`config.mk`:
```
export PLATFORM = sky130hd
export DESIGN_NAME = error_monitor
export DESIGN_NICKNAME = d
export VERILOG_FILES = /design/src/rtl/error_monitor_pkg.sv /design/src/rtl/error_monitor_popcount.sv /design/src/rtl/error_monitor.sv
export SDC_FILE = /design/constraint.sdc
export NUM_CORES = 1
export LEC_CHECK = 0
export CELL_PAD_IN_SITES_DETAIL_PLACEMENT = 1
export CELL_PAD_IN_SITES_GLOBAL_PLACEMENT = 2
export CORE_ASPECT_RATIO = 1.4
export CORE_UTILIZATION = 30
export CTS_BUF_LIST = sky130_fd_sc_hd__clkbuf_2
export DETAILED_ROUTE_END_ITERATION = 6
export GPL_TIMING_DRIVEN = 0
export PLACE_DENSITY_LB_ADDON = 0.1
export SLEW_MARGIN = 20
export SYNTH_ARGS = -nofsm -noshare
export SYNTH_HDL_FRONTEND = slang
export SYNTH_SLANG_ARGS = --single-unit
```
`constraint.sdc`:
```
create_clock -name i_clk -period 6 [get_ports i_clk]
set_input_delay 1.2 -clock i_clk [delete_from_list [all_inputs] [get_ports i_clk]]
set_output_delay 1.2 -clock i_clk [all_outputs]
set_load 0.01 [all_outputs]
```
`src/rtl/error_monitor_pkg.sv`:
```
// error_monitor_pkg: shared definitions for the codeword error monitor.
//   state_t        - measurement FSM encoding (IDLE, RUN, DRAIN, REPORT)
//   DRAIN_CYCLES   - cycles spent flushing the two-stage compare pipeline
//   popcount_width - bits needed to hold a popcount of an n-bit vector
package error_monitor_pkg;

    typedef enum logic [1:0] {
        ST_IDLE   = 2'd0,
        ST_RUN    = 2'd1,
        ST_DRAIN  = 2'd2,
        ST_REPORT = 2'd3
    } state_t;

    localparam int unsigned DRAIN_CYCLES = 2;

    // ceil(log2(n+1)), never less than one bit
    function automatic int unsigned popcount_width(input int unsigned n);
        int unsigned w;
        w = 0;
        for (int unsigned i = 0; i < 32; i++) begin
            if ((64'd1 << w) < (64'(n) + 64'd1)) begin
                w = w + 1;
            end
        end
        return (w == 0) ? 1 : w;
    endfunction

endpackage

```
`src/rtl/error_monitor_popcount.sv`:
```
// error_monitor_popcount: combinational population count of a diff vector.
//   diff    - in,  CODEWORD_LENGTH bits, XOR of original and infected codeword
//   count_c - out, popcount_width(CODEWORD_LENGTH) bits, number of set bits
module error_monitor_popcount
    import error_monitor_pkg::*;
#(
    parameter int unsigned CODEWORD_LENGTH = 30,
    localparam int unsigned PC_W = popcount_width(CODEWORD_LENGTH)
) (
    input  logic [CODEWORD_LENGTH-1:0] diff,
    output logic [PC_W-1:0]            count_c
);

    // Straight adder chain; synthesis reshapes it into a tree.
    always_comb begin
        count_c = '0;
        for (int i = 0; i < int'(CODEWORD_LENGTH); i++) begin
            count_c = count_c + PC_W'(diff[i]);
        end
    end

endmodule

```
`src/rtl/error_monitor.sv`:
```
// error_monitor: counts sampled codeword pairs, pairs with errors and total
// bit errors between the original and infected codeword lines over a window.
// Optional macro ERROR_MONITOR_SATURATE_EN makes the two error counters
// saturate at all-ones instead of wrapping.
// Ports:
//   i_clk, i_rst_n                  - clock, async active-low reset
//   i_clk_en                        - sample qualifier for the codeword pair
//   i_start, i_window_len           - open a window of i_window_len samples
//   original/infected_codeword_line - codeword before/after error insertion
//   o_busy                          - window running or pipeline draining
//   o_valid, i_ready                - statistics handshake
//   o_word_cnt, o_word_err_cnt, o_bit_err_cnt - statistics counters
module error_monitor
    import error_monitor_pkg::*;
#(
    parameter int unsigned CODEWORD_LENGTH = 30,
    parameter int unsigned CNT_W           = 32
) (
    input  logic                       i_clk,
    input  logic                       i_rst_n,
    input  logic                       i_clk_en,
    input  logic                       i_start,
    input  logic [CNT_W-1:0]           i_window_len,
    input  logic [CODEWORD_LENGTH-1:0] original_codeword_line,
    input  logic [CODEWORD_LENGTH-1:0] infected_codeword_line,
    output logic                       o_busy,
    output logic                       o_valid,
    input  logic                       i_ready,
    output logic [CNT_W-1:0]           o_word_cnt,
    output logic [CNT_W-1:0]           o_word_err_cnt,
    output logic [CNT_W-1:0]           o_bit_err_cnt
);

    localparam int unsigned PC_W    = popcount_width(CODEWORD_LENGTH);
    localparam int unsigned DRAIN_W = (DRAIN_CYCLES > 1) ? $clog2(DRAIN_CYCLES) : 1;

    state_t                     state, next_state;
    logic [CNT_W-1:0]           len_q;
    logic [DRAIN_W-1:0]         drain_cnt;
    logic                       s1_valid;
    logic [CODEWORD_LENGTH-1:0] s1_diff;
    logic                       s2_valid;
    logic [PC_W-1:0]            s2_pc;
    logic [PC_W-1:0]            pc_c;
    logic                       start_c;
    logic                       capture_c;
    logic [CNT_W-1:0]           word_inc_c;
    logic [CNT_W-1:0]           bit_err_next_c;
    logic [CNT_W-1:0]           word_err_next_c;

    error_monitor_popcount #(
        .CODEWORD_LENGTH (CODEWORD_LENGTH)
    ) u_popcount (
        .diff    (s1_diff),
        .count_c (pc_c)
    );

    // Next state and per-cycle strobes
    always_comb begin
        next_state = state;
        start_c    = 1'b0;
        capture_c  = 1'b0;
        word_inc_c = o_word_cnt + CNT_W'(1);
        case (state)
            ST_IDLE: begin
                if (i_start) begin
                    start_c    = 1'b1;
                    next_state = (i_window_len == '0) ? ST_DRAIN : ST_RUN;
                end
            end
            ST_RUN: begin
                if (i_clk_en) begin
                    capture_c = 1'b1;
                    if (word_inc_c == len_q) begin
                        next_state = ST_DRAIN;
                    end
                end
            end
            ST_DRAIN: begin
                if (drain_cnt == DRAIN_W'(DRAIN_CYCLES - 1)) begin
                    next_state = ST_REPORT;
                end
            end
            ST_REPORT: begin
                if (i_ready) begin
                    next_state = ST_IDLE;
                end
            end
            default: next_state = ST_IDLE;
        endcase
    end

    // Error counter increments, wrapping or saturating
`ifdef ERROR_MONITOR_SATURATE_EN
    localparam int unsigned SUM_W = ((CNT_W > PC_W) ? CNT_W : PC_W) + 1;
    logic [SUM_W-1:0] bit_sum_c;

    always_comb begin
        bit_sum_c       = SUM_W'(o_bit_err_cnt) + SUM_W'(s2_pc);
        bit_err_next_c  = (|bit_sum_c[SUM_W-1:CNT_W]) ? '1 : bit_sum_c[CNT_W-1:0];
        word_err_next_c = (&o_word_err_cnt) ? o_word_err_cnt : o_word_err_cnt + CNT_W'(1);
    end
`else
    always_comb begin
        bit_err_next_c  = o_bit_err_cnt + CNT_W'(s2_pc);
        word_err_next_c = o_word_err_cnt + CNT_W'(1);
    end
`endif

    // State register; busy/valid registered from the next state
    always_ff @(posedge i_clk or negedge i_rst_n) begin
        if (!i_rst_n) begin
            state     <= ST_IDLE;
            o_busy    <= 1'b0;
            o_valid   <= 1'b0;
            drain_cnt <= '0;
        end else begin
            state     <= next_state;
            o_busy    <= (next_state == ST_RUN) || (next_state == ST_DRAIN);
            o_valid   <= (next_state == ST_REPORT);
            drain_cnt <= (state == ST_DRAIN) ? drain_cnt + DRAIN_W'(1) : '0;
        end
    end

    // Compare pipeline (capture -> popcount -> accumulate) and counters
    always_ff @(posedge i_clk or negedge i_rst_n) begin
        if (!i_rst_n) begin
            len_q          <= '0;
            s1_valid       <= 1'b0;
            s1_diff        <= '0;
            s2_valid       <= 1'b0;
            s2_pc          <= '0;
            o_word_cnt     <= '0;
            o_word_err_cnt <= '0;
            o_bit_err_cnt  <= '0;
        end else begin
            s1_valid <= capture_c;
            s1_diff  <= capture_c ? (original_codeword_line ^ infected_codeword_line) : '0;
            s2_valid <= s1_valid;
            s2_pc    <= s1_valid ? pc_c : '0;
            if (start_c) begin
                len_q          <= i_window_len;
                o_word_cnt     <= '0;
                o_word_err_cnt <= '0;
                o_bit_err_cnt  <= '0;
            end else begin
                if (capture_c) begin
                    o_word_cnt <= word_inc_c;
                end
                if (s2_valid) begin
                    o_bit_err_cnt <= bit_err_next_c;
                    if (s2_pc != '0) begin
                        o_word_err_cnt <= word_err_next_c;
                    end
                end
            end
        end
    end

endmodule

```
# --- Word level (Yosys, flattened, before mapping) ---
# Index checks and enable logic that the tools add are counted.
totals:
  ff_bits: 170
  inputBits: 97
  output_inout_bits: 98
  word_cells: 82
op_classes:
  n_addsub: 33
  n_eq_ne: 7
  mux: 21
  n_bitwise: 1
  n_reduce_logical: 8
ops:
  columns: ["cell", "count"]
  rows:
  - ["$mux 32", 7]
  - ["$add 5x1->5", 28]
  - ["$add 32x1->32 const B", 2]
  - ["$add 32x5->32", 1]
  - ["$eq 32x32->1", 1]
  - ["$logic_not 32->1", 1]
  - ["$mux 30", 1]
  - ["$xor 30x30->30", 1]
  - ["$mux 2", 6]
  - ["$eq 2x2->1 const B", 4]
  - ["$pmux 2 s4", 1]
  - ["$reduce_bool 2->1", 3]
  - ["$mux 1", 5]
  - ["$mux 5", 1]
  - ["$reduce_bool 5->1", 1]
  - ["$eq 2x1->1 const B", 2]
  - ["$add 1x1->2", 1]
  - ["$logic_not 2->1", 1]
  - ["$reduce_and 2->1", 1]
  - ["$add 1x1->1 const B", 1]
  - ["$logic_or 1x1->1", 1]

# --- Depth between registers and ports, before layout ---
# Gate-level depths: netlist (run 1).
logic_depth:
  depth_word: 30
  mapped_depth: 16
  depth_no_buf: 16

# --- Cells and area by module ---
# A second synthesis (run 1) with hierarchy kept.
unflattened:
  cells_unflattened: 992
  area_unflattened_um2: 9341.5
modules_own_cells:
  columns: ["module", "n_inst", "cells_per_inst", "area_each_um2", "seq_area_each_um2"]
  rows:
  - ["error_monitor", 1, 915, 8595.7, 4254.1]
  - ["error_monitor_popcount", 1, 77, 745.7, 0.0]

# --- Worst setup path after synthesis (run 1) ---
# No wires, ideal clock.
synth_path:
  path_type: "register to register"
  start: "register s1_diff[0]"
  end: "register s2_pc[4]"
  setup_time_ns: 0.119
  arrival_time_ns: 4.669
  required_ns: 5.881
  path_slack_ns: 1.212
  path_stages_with_launch: 17
  path_buffers: 0
  path_cell_list: "dfrtp_1 > ha_1 > inv_1 > fa_1 > fa_1 > inv_1 > fa_1 > fa_1 > inv_1 > fa_1 > fa_1 > inv_1 > fa_1 > a21o_1 > a21oi_1 > xnor2_1 > and2_1"
synth_between:
  elab_chain_cells: 30
synth_lines:
  columns: ["element", "line_no", "text"]
  rows:
  - ["from (decl)", "error_monitor.sv:41", "logic [CODEWORD_LENGTH-1:0] s1_diff;"]
  - ["from (signal assigned)", "error_monitor.sv:138", "s1_diff <= capture_c ? (original_codeword_line ^ infected_codeword_line) : '0;"]
  - ["$add 1x1->2", "error_monitor_popcount.sv:18", "count_c = count_c + PC_W'(diff[i]);"]
  - ["$add 5x1->5 (28 in series)", "error_monitor_popcount.sv:18", null]
  - ["$mux 5", "error_monitor.sv:140", "s2_pc <= s1_valid ? pc_c : '0;"]
  - ["to (signal assigned)", "error_monitor.sv:140", null]
  - ["to (decl)", "error_monitor.sv:43", "logic [PC_W-1:0] s2_pc;"]
# No other way between the ends.
# A chain may end at the register's enable or synchronous reset.

# --- Final worst setup path (run 1) ---
# Ends and elaborated chain as after synthesis.

==> flow_metrics.py, run 1 <==
metrics = {
    "worst_setup_path": {
        "cp_common_cell": "fa_1",
        "crit_buf_inv": 2,
        "crit_path_start_kind": "flip-flop",
        "path_max_fanout": 2,
        "critPathTopFamily": "adder cells",
        "critPathKind": "reg -> reg",
        "slowest_stage": "fa_1",
        "cp_data_required_time_ps": 6760,
        "slowest_delay_ps": 580,
        "worstPathArrival_ps": 5790,
        "cp-end-kind": "flip-flop",
        "cp_cell_sequence": "ha_1 > inv_1 > fa_1 > fa_1 > fa_1 > fa_1 > fa_1 > fa_1 > fa_1 > inv_1 > fa_1 > a21o_1 > a21oi_1 > xnor2_1 > and2_1",
    },
    "routing": {
        "ant_nets": 0,
        "wl_per_cell_um": 17.9,
        "drtIter0Drc": 287,
        "num_vias": 8147,
        "drc": 0,
        "drt-total-wl_um": 29700,
        "post_drt_via_cell_ratio": 4.91,
        "first_pass_iters": 5,
    },
    "finish": {
        "post-route-cell-area_um2": 12300,
        "syn2layout_area_growth_pct": 28.9,
        "drive_gt1_frac": 0.0459,
        "fin_nets": 1386,
    },
    "job": {
        "cap_violations": 0,
    },
    "cts": {
        "postCtsSetupRepairBufs": 0,
        "clkTransAtPathRegs_ps": 240,
        "h-tree-depth": 4,
        "cts_tree": "done",
        "clkSinkCount": 170,
        "clock_latency_ps": 810,
        "cts-hold-fix-buffers": 0,
        "cts_inserted_buffers": 17,
        "max-clock-path-buffers": 2,
        "clockRootBuffer": "clkbuf_2",
        "ctsResizeCount": 0,
    },
    "sta": {
        "worst_pin_slew_ps": 776,
        "finalHoldViolCount": 0,
        "timing.fmax_mhz": 199,
        "period_needed_ps": 5030,
        "skew_ps": 28.6,
        "setup_viol": 0,
        "timing.final.crit_share": 0.839,
        "rsz0062_at_grt": "false",
        "worst_slack_ps": 969,
        "slew_violations": 0,
        "maxSlewHeadroom": 0.478,
    },
    "global_routing": {
        "grt_pass1_wl_um": 47900,
        "grtUsageTotal": 0.193,
        "overflow": 0,
        "grt_pass1_vias": 8621,
        "antenna_found_initial": 1,
        "grt_max_degree": 68,
    },
    "synthesis": {
        "synth_compound_area_frac": 0.0966,
        "netlist_instances": 1035,
        "synth_top_area_cell": "dfrtp_1",
        "syn-num-nets": 1171,
        "synth_top_area_frac": 0.445,
        "yosys.area_share.adder": 0.0691,
        "avgSynthCellArea_um2": 9.23,
        "synth.area.top_cells": "dfrtp_1 45%, xnor2_1 7.3%, nand2_1 5.7%",
        "synthesis.area_um2": 9560,
        "ys_types": 55,
        "seq_area_frac_synth": 0.445,
        "synth_edf_count": 0,
        "yosysMostFrequentCell": "dfrtp_1",
        "synth_xor_area_frac": 0.115,
        "synth_top_family_by_area": "simple AND/OR/NAND/NOR gates",
        "ys_warn_count": 0,
        "synth_flop_cell": "dfrtp_1",
        "async_flop_share": 1.00,
        "synth-seq-cells": 170,
        "muxShareOfSynthArea": 0.00851,
        "synthSimpleGateAreaFrac": 0.219,
        "synth_commonest_cells": "170 x dfrtp_1, 144 x nand2_1, 114 x nor2_1",
    },
    "power": {
        "cellPowerDensity_nw_per_um2": 292,
        "ir_drop_uv": 113,
        "p_leak_nw": 5.28,
    },
    "place": {
        "hpwl_um": 22800,
        "place_congestion": 0.770,
        "dp_slack_ps": 955,
        "io_buffers": 194,
        "placed_cell_area_um2": 12100,
    },
    "floorplanning": {
        "start_util": 0.303,
        "die_h_um": 213,
        "core_um2": 31500,
        "die_area_um2": 32600,
        "ioPinCount": 195,
        "dieWidth_um": 153,
        "num_rows": 77,
    },
    "outcome": {
        "status": "finished clean",
    },
    "worst_hold_path": {
        "hold_class": "in -> async",
    },
}
[through the flow]
| step | utilization | hold WS, ps | setup TNS (ps) | total power [mW] | instances |
|---|---|---|---|---|---|
| global placement | 0.381 | 420 | -686870 | 2.93 | 1624 |
| floorplan | - | 397 | 0 | 2.40 | 1035 |
| finish | 0.391 | 258 | 0 | 3.59 | 1659 |
| global route | 0.391 | 139 | 0 | 3.92 | 1659 |
| detailed placement | 0.383 | 427 | 0 | 2.97 | 1626 |
| CTS | 0.391 | 130 | 0 | 3.69 | 1658 |
[logic make-up (layout without fill, tap and decap cells)]
kind of cell    count (synthesis)  after routing
xor+xnor                      125            125
buf+inv                       115            343
other cells                     0              1
simple gates                  434            434
compound gates                144            144
mux                             8              8
flops                         170            170
fa+ha+maj                      39             39
[flip-flops by register name, indices dropped and copies added (netlist names)]
signal,count
len_q,32
o_bit_err_cnt,32
o_word_cnt,32
o_word_err_cnt,32
s1_diff,30
s2_pc,5
state,2
drain_cnt,1
o_busy,1
o_valid,1
s1_valid,1
s2_valid,1
[cell usage in the layout, fill, tap and decap left out, types with 17 or more instances in the layout]
cell	netlist	final
clkdlybuf4s50_1	0	193
fa_1	23	23
nor2_1	114	114
o21ai_0	53	53
clkbuf_1	37	37
nand4_1	32	32
xnor2_1	80	80
a21oi_1	37	37
xor2_1	45	45
nand2_1	144	144
clkbuf_2	0	17
inv_1	66	66
nand3_1	42	42
dfrtp_1	170	170
[area by class of cell]
cell class                 instances  area (um^2)
multi-input combinational        750         4850
timing repair buffer             196         2000
antenna                            1         2.50
fill                            3662        19200
tap                              395          494
clock buffer                      17         85.1
sequential                       170         4250
inverter                          66          248
clock inverter                    15          174
buffer                            49          201
[power breakdown]
part	total [mW]	internal [mW]	switching, mW
Clock	0.680	0.234	0.446
Sequential	1.52	1.33	0.193
Combinational	1.39	0.605	0.788
Total	3.59	2.17	1.43
[routing by layer]
metal  GRT usage  wire (um)
met1       0.243      13400
met2       0.338      14900
met3      0.0280        769
met4      0.0634        592
met5           0          0
[final timing paths]
| path | slack (ps) | endpoint | cells past startpoint | from |
|---|---|---|---|---|
| setup / recovery | 970 | s2_pc[4]$_DFF_PN0_ | 15 | s1_diff[0]$_DFF_PN0_ |
| max in group asynchronous | 5020 | o_word_cnt[19]$_DFFE_PN0P_ | 2 | i_rst_n |
| hold / removal | 260 | o_bit_err_cnt[24]$_DFFE_PN0P_ | 1 | i_rst_n |
| setup reg to reg | 970 | s2_pc[4]$_DFF_PN0_ | 15 | s1_diff[0]$_DFF_PN0_ |
| min in group i_clk | 450 | drain_cnt$_DFF_PN0_ | 1 | drain_cnt$_DFF_PN0_ |
| hold reg to reg | 450 | drain_cnt$_DFF_PN0_ | 1 | drain_cnt$_DFF_PN0_ |
[worst reg2reg max path, cell delays in order, from the launching register on]
cell     delay [ps]
dfrtp_1         420
ha_1            290
inv_1            70
fa_1            450
fa_1            580
fa_1            450
fa_1            550
fa_1            440
fa_1            520
fa_1            170
inv_1            60
fa_1            400
a21o_1          190
a21oi_1         160
xnor2_1         130
and2_1          130
Note: power is estimated with default switching activity, not from simulation.
==> run 2, diff against run 1 <==
--- a/config.mk
+++ b/config.mk
@@ -8,7 +8,7 @@
 export CELL_PAD_IN_SITES_DETAIL_PLACEMENT = 1
 export CELL_PAD_IN_SITES_GLOBAL_PLACEMENT = 2
 export CORE_ASPECT_RATIO = 1.4
-export CORE_UTILIZATION = 30
+export CORE_UTILIZATION = 29
 export CTS_BUF_LIST = sky130_fd_sc_hd__clkbuf_2
 export DETAILED_ROUTE_END_ITERATION = 6
 export GPL_TIMING_DRIVEN = 0
==> constraint.sdc (replaced) <==
create_clock -name i_clk -period 4.1 [get_ports i_clk]
set_input_delay 0.82 -clock i_clk [delete_from_list [all_inputs] [get_ports i_clk]]
set_output_delay 0.82 -clock i_clk [all_outputs]
set_load 0.01 [all_outputs]
==> run 2 against run 1 <==
Effect of this change:
- final area grew 0.40%
- the run now ends with setup timing left
- largest power group unchanged
- critical path depth is the same
- worst setup slack lost 1700 ps
- die area grew 3.4%
- sequential cell count is the same
- clock skew grew 11 ps
- final cell count grew 2.8%
- highest routed layer unchanged
- first-iteration DRC count grew 4.5%
- sequential share of layout area shrank 0.14 points
- sequential power grew 46%
==> flow_metrics.py, run 2 (same netlist as run 1, synthesis figures left out) <==
metrics = {
    "outcome": {
        "status": "finished with violations",
        "failed_checks": "setup timing",
    },
    "sta": {
        "timing.final.crit_share": 1.18,
        "rsz0062_at_grt": "true",
        "worst_slack_ps": -749,
        "timing.fmax_mhz": 206,
        "period_needed_ps": 4850,
        "maxSlewHeadroom": 0.462,
        "worst_pin_slew_ps": 800,
        "finalHoldViolCount": 0,
        "slew_violations": 0,
        "skew_ps": 40.1,
        "setup_viol": 5,
    },
    "floorplanning": {
        "dieWidth_um": 155,
        "ioPinCount": 195,
        "num_rows": 78,
        "start_util": 0.295,
        "core_um2": 32400,
        "die_area_um2": 33700,
        "die_h_um": 217,
    },
    "finish": {
        "layout_commonest_cell": "clkdlybuf4s50_1",
        "drive_gt1_frac": 0.0483,
        "post-route-cell-area_um2": 12400,
        "syn2layout_area_growth_pct": 29.4,
        "final_cell_mix": "193 x clkdlybuf4s50_1, 170 x dfrtp_1, 144 x nand2_1, 114 x nor2_1, 80 x xnor2_1",
        "fin_util": 0.382,
        "fin_nets": 1388,
    },
    "global_routing": {
        "antenna_found_initial": 1,
        "grt_max_degree": 63,
        "overflow": 0,
        "grtUsageTotal": 0.188,
        "grt_pass1_vias": 8721,
        "grt_pass1_wl_um": 48500,
    },
    "power": {
        "power_mw": 5.21,
        "cellPowerDensity_nw_per_um2": 422,
        "p_leak_nw": 5.26,
        "ir_drop_uv": 171,
    },
    "routing": {
        "drtIter0Drc": 300,
        "drt-total-wl_um": 30000,
        "post_drt_via_cell_ratio": 4.77,
        "drc": 0,
        "num_vias": 8140,
        "ant_nets": 0,
        "first_pass_iters": 4,
        "wl_per_cell_um": 17.6,
    },
    "worst_setup_path": {
        "critPathKind": "reg -> reg",
        "worstPathArrival_ps": 5600,
        "cp_data_required_time_ps": 4850,
        "path_max_fanout": 2,
        "crit_path_start_kind": "flip-flop",
        "cp-end-kind": "flip-flop",
    },
    "place": {
        "place_congestion": 0.789,
        "hpwl_um": 23100,
        "io_buffers": 194,
        "placed_cell_area_um2": 12100,
        "dp_slack_ps": -781,
    },
    "cts": {
        "clkTransAtPathRegs_ps": 270,
        "clkSinkCount": 170,
        "cts_inserted_buffers": 17,
        "clockRootBuffer": "clkbuf_2",
        "clock_latency_ps": 830,
        "cts_tree": "done",
        "max-clock-path-buffers": 2,
        "h-tree-depth": 4,
    },
    "worst_hold_path": {
        "hold_class": "in -> async",
    },
    "job": {
        "cap_violations": 0,
    },
}
[run 2: cell types whose count changed in the layout (fill, tap and decap cells not counted), sizes merged]
| cell | previous run | this run |
|---|---|---|
| clkinv | 9 | 6 |
| buf | 15 | 16 |
| bufinv | 3 | 2 |
| clkbuf | 54 | 55 |
| clkinvlp | 1 | 2 |
| dlygate4sd3 | 0 | 1 |
| inv | 68 | 69 |
[run 2: path summary, 6_finish.rpt]
check                           cells past startpoint                 start  slack (ps)                             to
worst max-delay path                               15  s1_diff[0]$_DFF_PN0_        -750             s2_pc[4]$_DFF_PN0_
worst min-delay path                                2               i_rst_n         430  o_bit_err_cnt[21]$_DFFE_PN0P_
worst max register to register                     15  s1_diff[0]$_DFF_PN0_        -750             s2_pc[4]$_DFF_PN0_
worst min register to register                      1   drain_cnt$_DFF_PN0_         460            drain_cnt$_DFF_PN0_
max in group asynchronous                           4               i_rst_n        2610           len_q[6]$_DFFE_PN0P_
min in group i_clk                                  1   drain_cnt$_DFF_PN0_         460            drain_cnt$_DFF_PN0_
[run 2: report_power, final]
| group | leakage [nW] | internal [mW] | total (mW) | switching (mW) |
|---|---|---|---|---|
| Sequential | 2.31 | 1.94 | 2.22 | 0.281 |
| Combinational | 2.82 | 0.901 | 2.07 | 1.17 |
| Clock | 0.131 | 0.274 | 0.921 | 0.647 |
[run 2: per-layer routing]
layer  track usage  part of all wire  vias to the layer above
met5             0                 0                        -
met4        0.0542             0.015                        0
met3        0.0277             0.025                       26
met2         0.323              0.50                      145
met1         0.243              0.46                     4059
li1              -                 -                     3910
[run 2: timing repair]
action                                 CTS  global route
hold buffers                             1             0
endpoints found under the hold margin   50             0
setup buffers                            0             1
gates resized for setup                  1             2
setup endpoints to repair                5             5
[run 2: area by class of cell]
class	count	area, um^2
fillers	3776	20000
multi-input cells	750	4870
flip-flops and latches	170	4250
repair buffers	198	2020
well taps	440	551
inverters	66	248
plain buffers	49	201
clock inverters	13	126
clock buffers	18	90.1
diodes	1	2.50
[run 2: per-stage QoR]
step / hold slack [ps] / setup TNS [ps] / cells
after floorplan: 397 / -1580 / 1035
after CTS: 315 / -2920 / 1703
after global placement: 421 / -952370 / 1669
final: 434 / -2660 / 1705
after global routing: 335 / -3700 / 1705
after detailed placement: 427 / -2700 / 1671
[run 2: worst max-delay path, stage by stage, from the launching register on]
cell     delay, ps
dfrtp_1        420
ha_1           280
inv_1           60
fa_1           430
fa_1           520
fa_1           450
fa_1           520
fa_1           430
fa_1           510
fa_1           180
inv_2           50
fa_2           330
a21o_1         200
a21oi_2        140
xnor2_1        130
and2_1         140
==> run 3, diff against run 2 <==
--- a/config.mk
+++ b/config.mk
@@ -8,9 +8,10 @@
 export CELL_PAD_IN_SITES_DETAIL_PLACEMENT = 1
 export CELL_PAD_IN_SITES_GLOBAL_PLACEMENT = 2
 export CORE_ASPECT_RATIO = 1.4
-export CORE_UTILIZATION = 29
+export CORE_UTILIZATION = 30
 export CTS_BUF_LIST = sky130_fd_sc_hd__clkbuf_2
 export DETAILED_ROUTE_END_ITERATION = 6
+export GPL_ROUTABILITY_DRIVEN = 0
 export GPL_TIMING_DRIVEN = 0
 export PLACE_DENSITY_LB_ADDON = 0.1
 export SLEW_MARGIN = 20
==> constraint.sdc (replaced) <==
create_clock -name i_clk -period 5.5 [get_ports i_clk]
set_input_delay 1.1 -clock i_clk [delete_from_list [all_inputs] [get_ports i_clk]]
set_output_delay 1.1 -clock i_clk [all_outputs]
set_load 0.01 [all_outputs]
==> results of run 3 <==
Same layout as run 1 (identical final DEF). Status: finished clean.
Among the figures that moved: setup slack after placement 955 ps -> 455 ps; setup slack after layout 969 ps -> 469 ps; hold slack 258 ps -> 158 ps; register-to-register setup slack 970 ps -> 470 ps; total power 3.59 mW -> 3.92 mW; worst IR drop on VDD 113 uV -> 123 uV
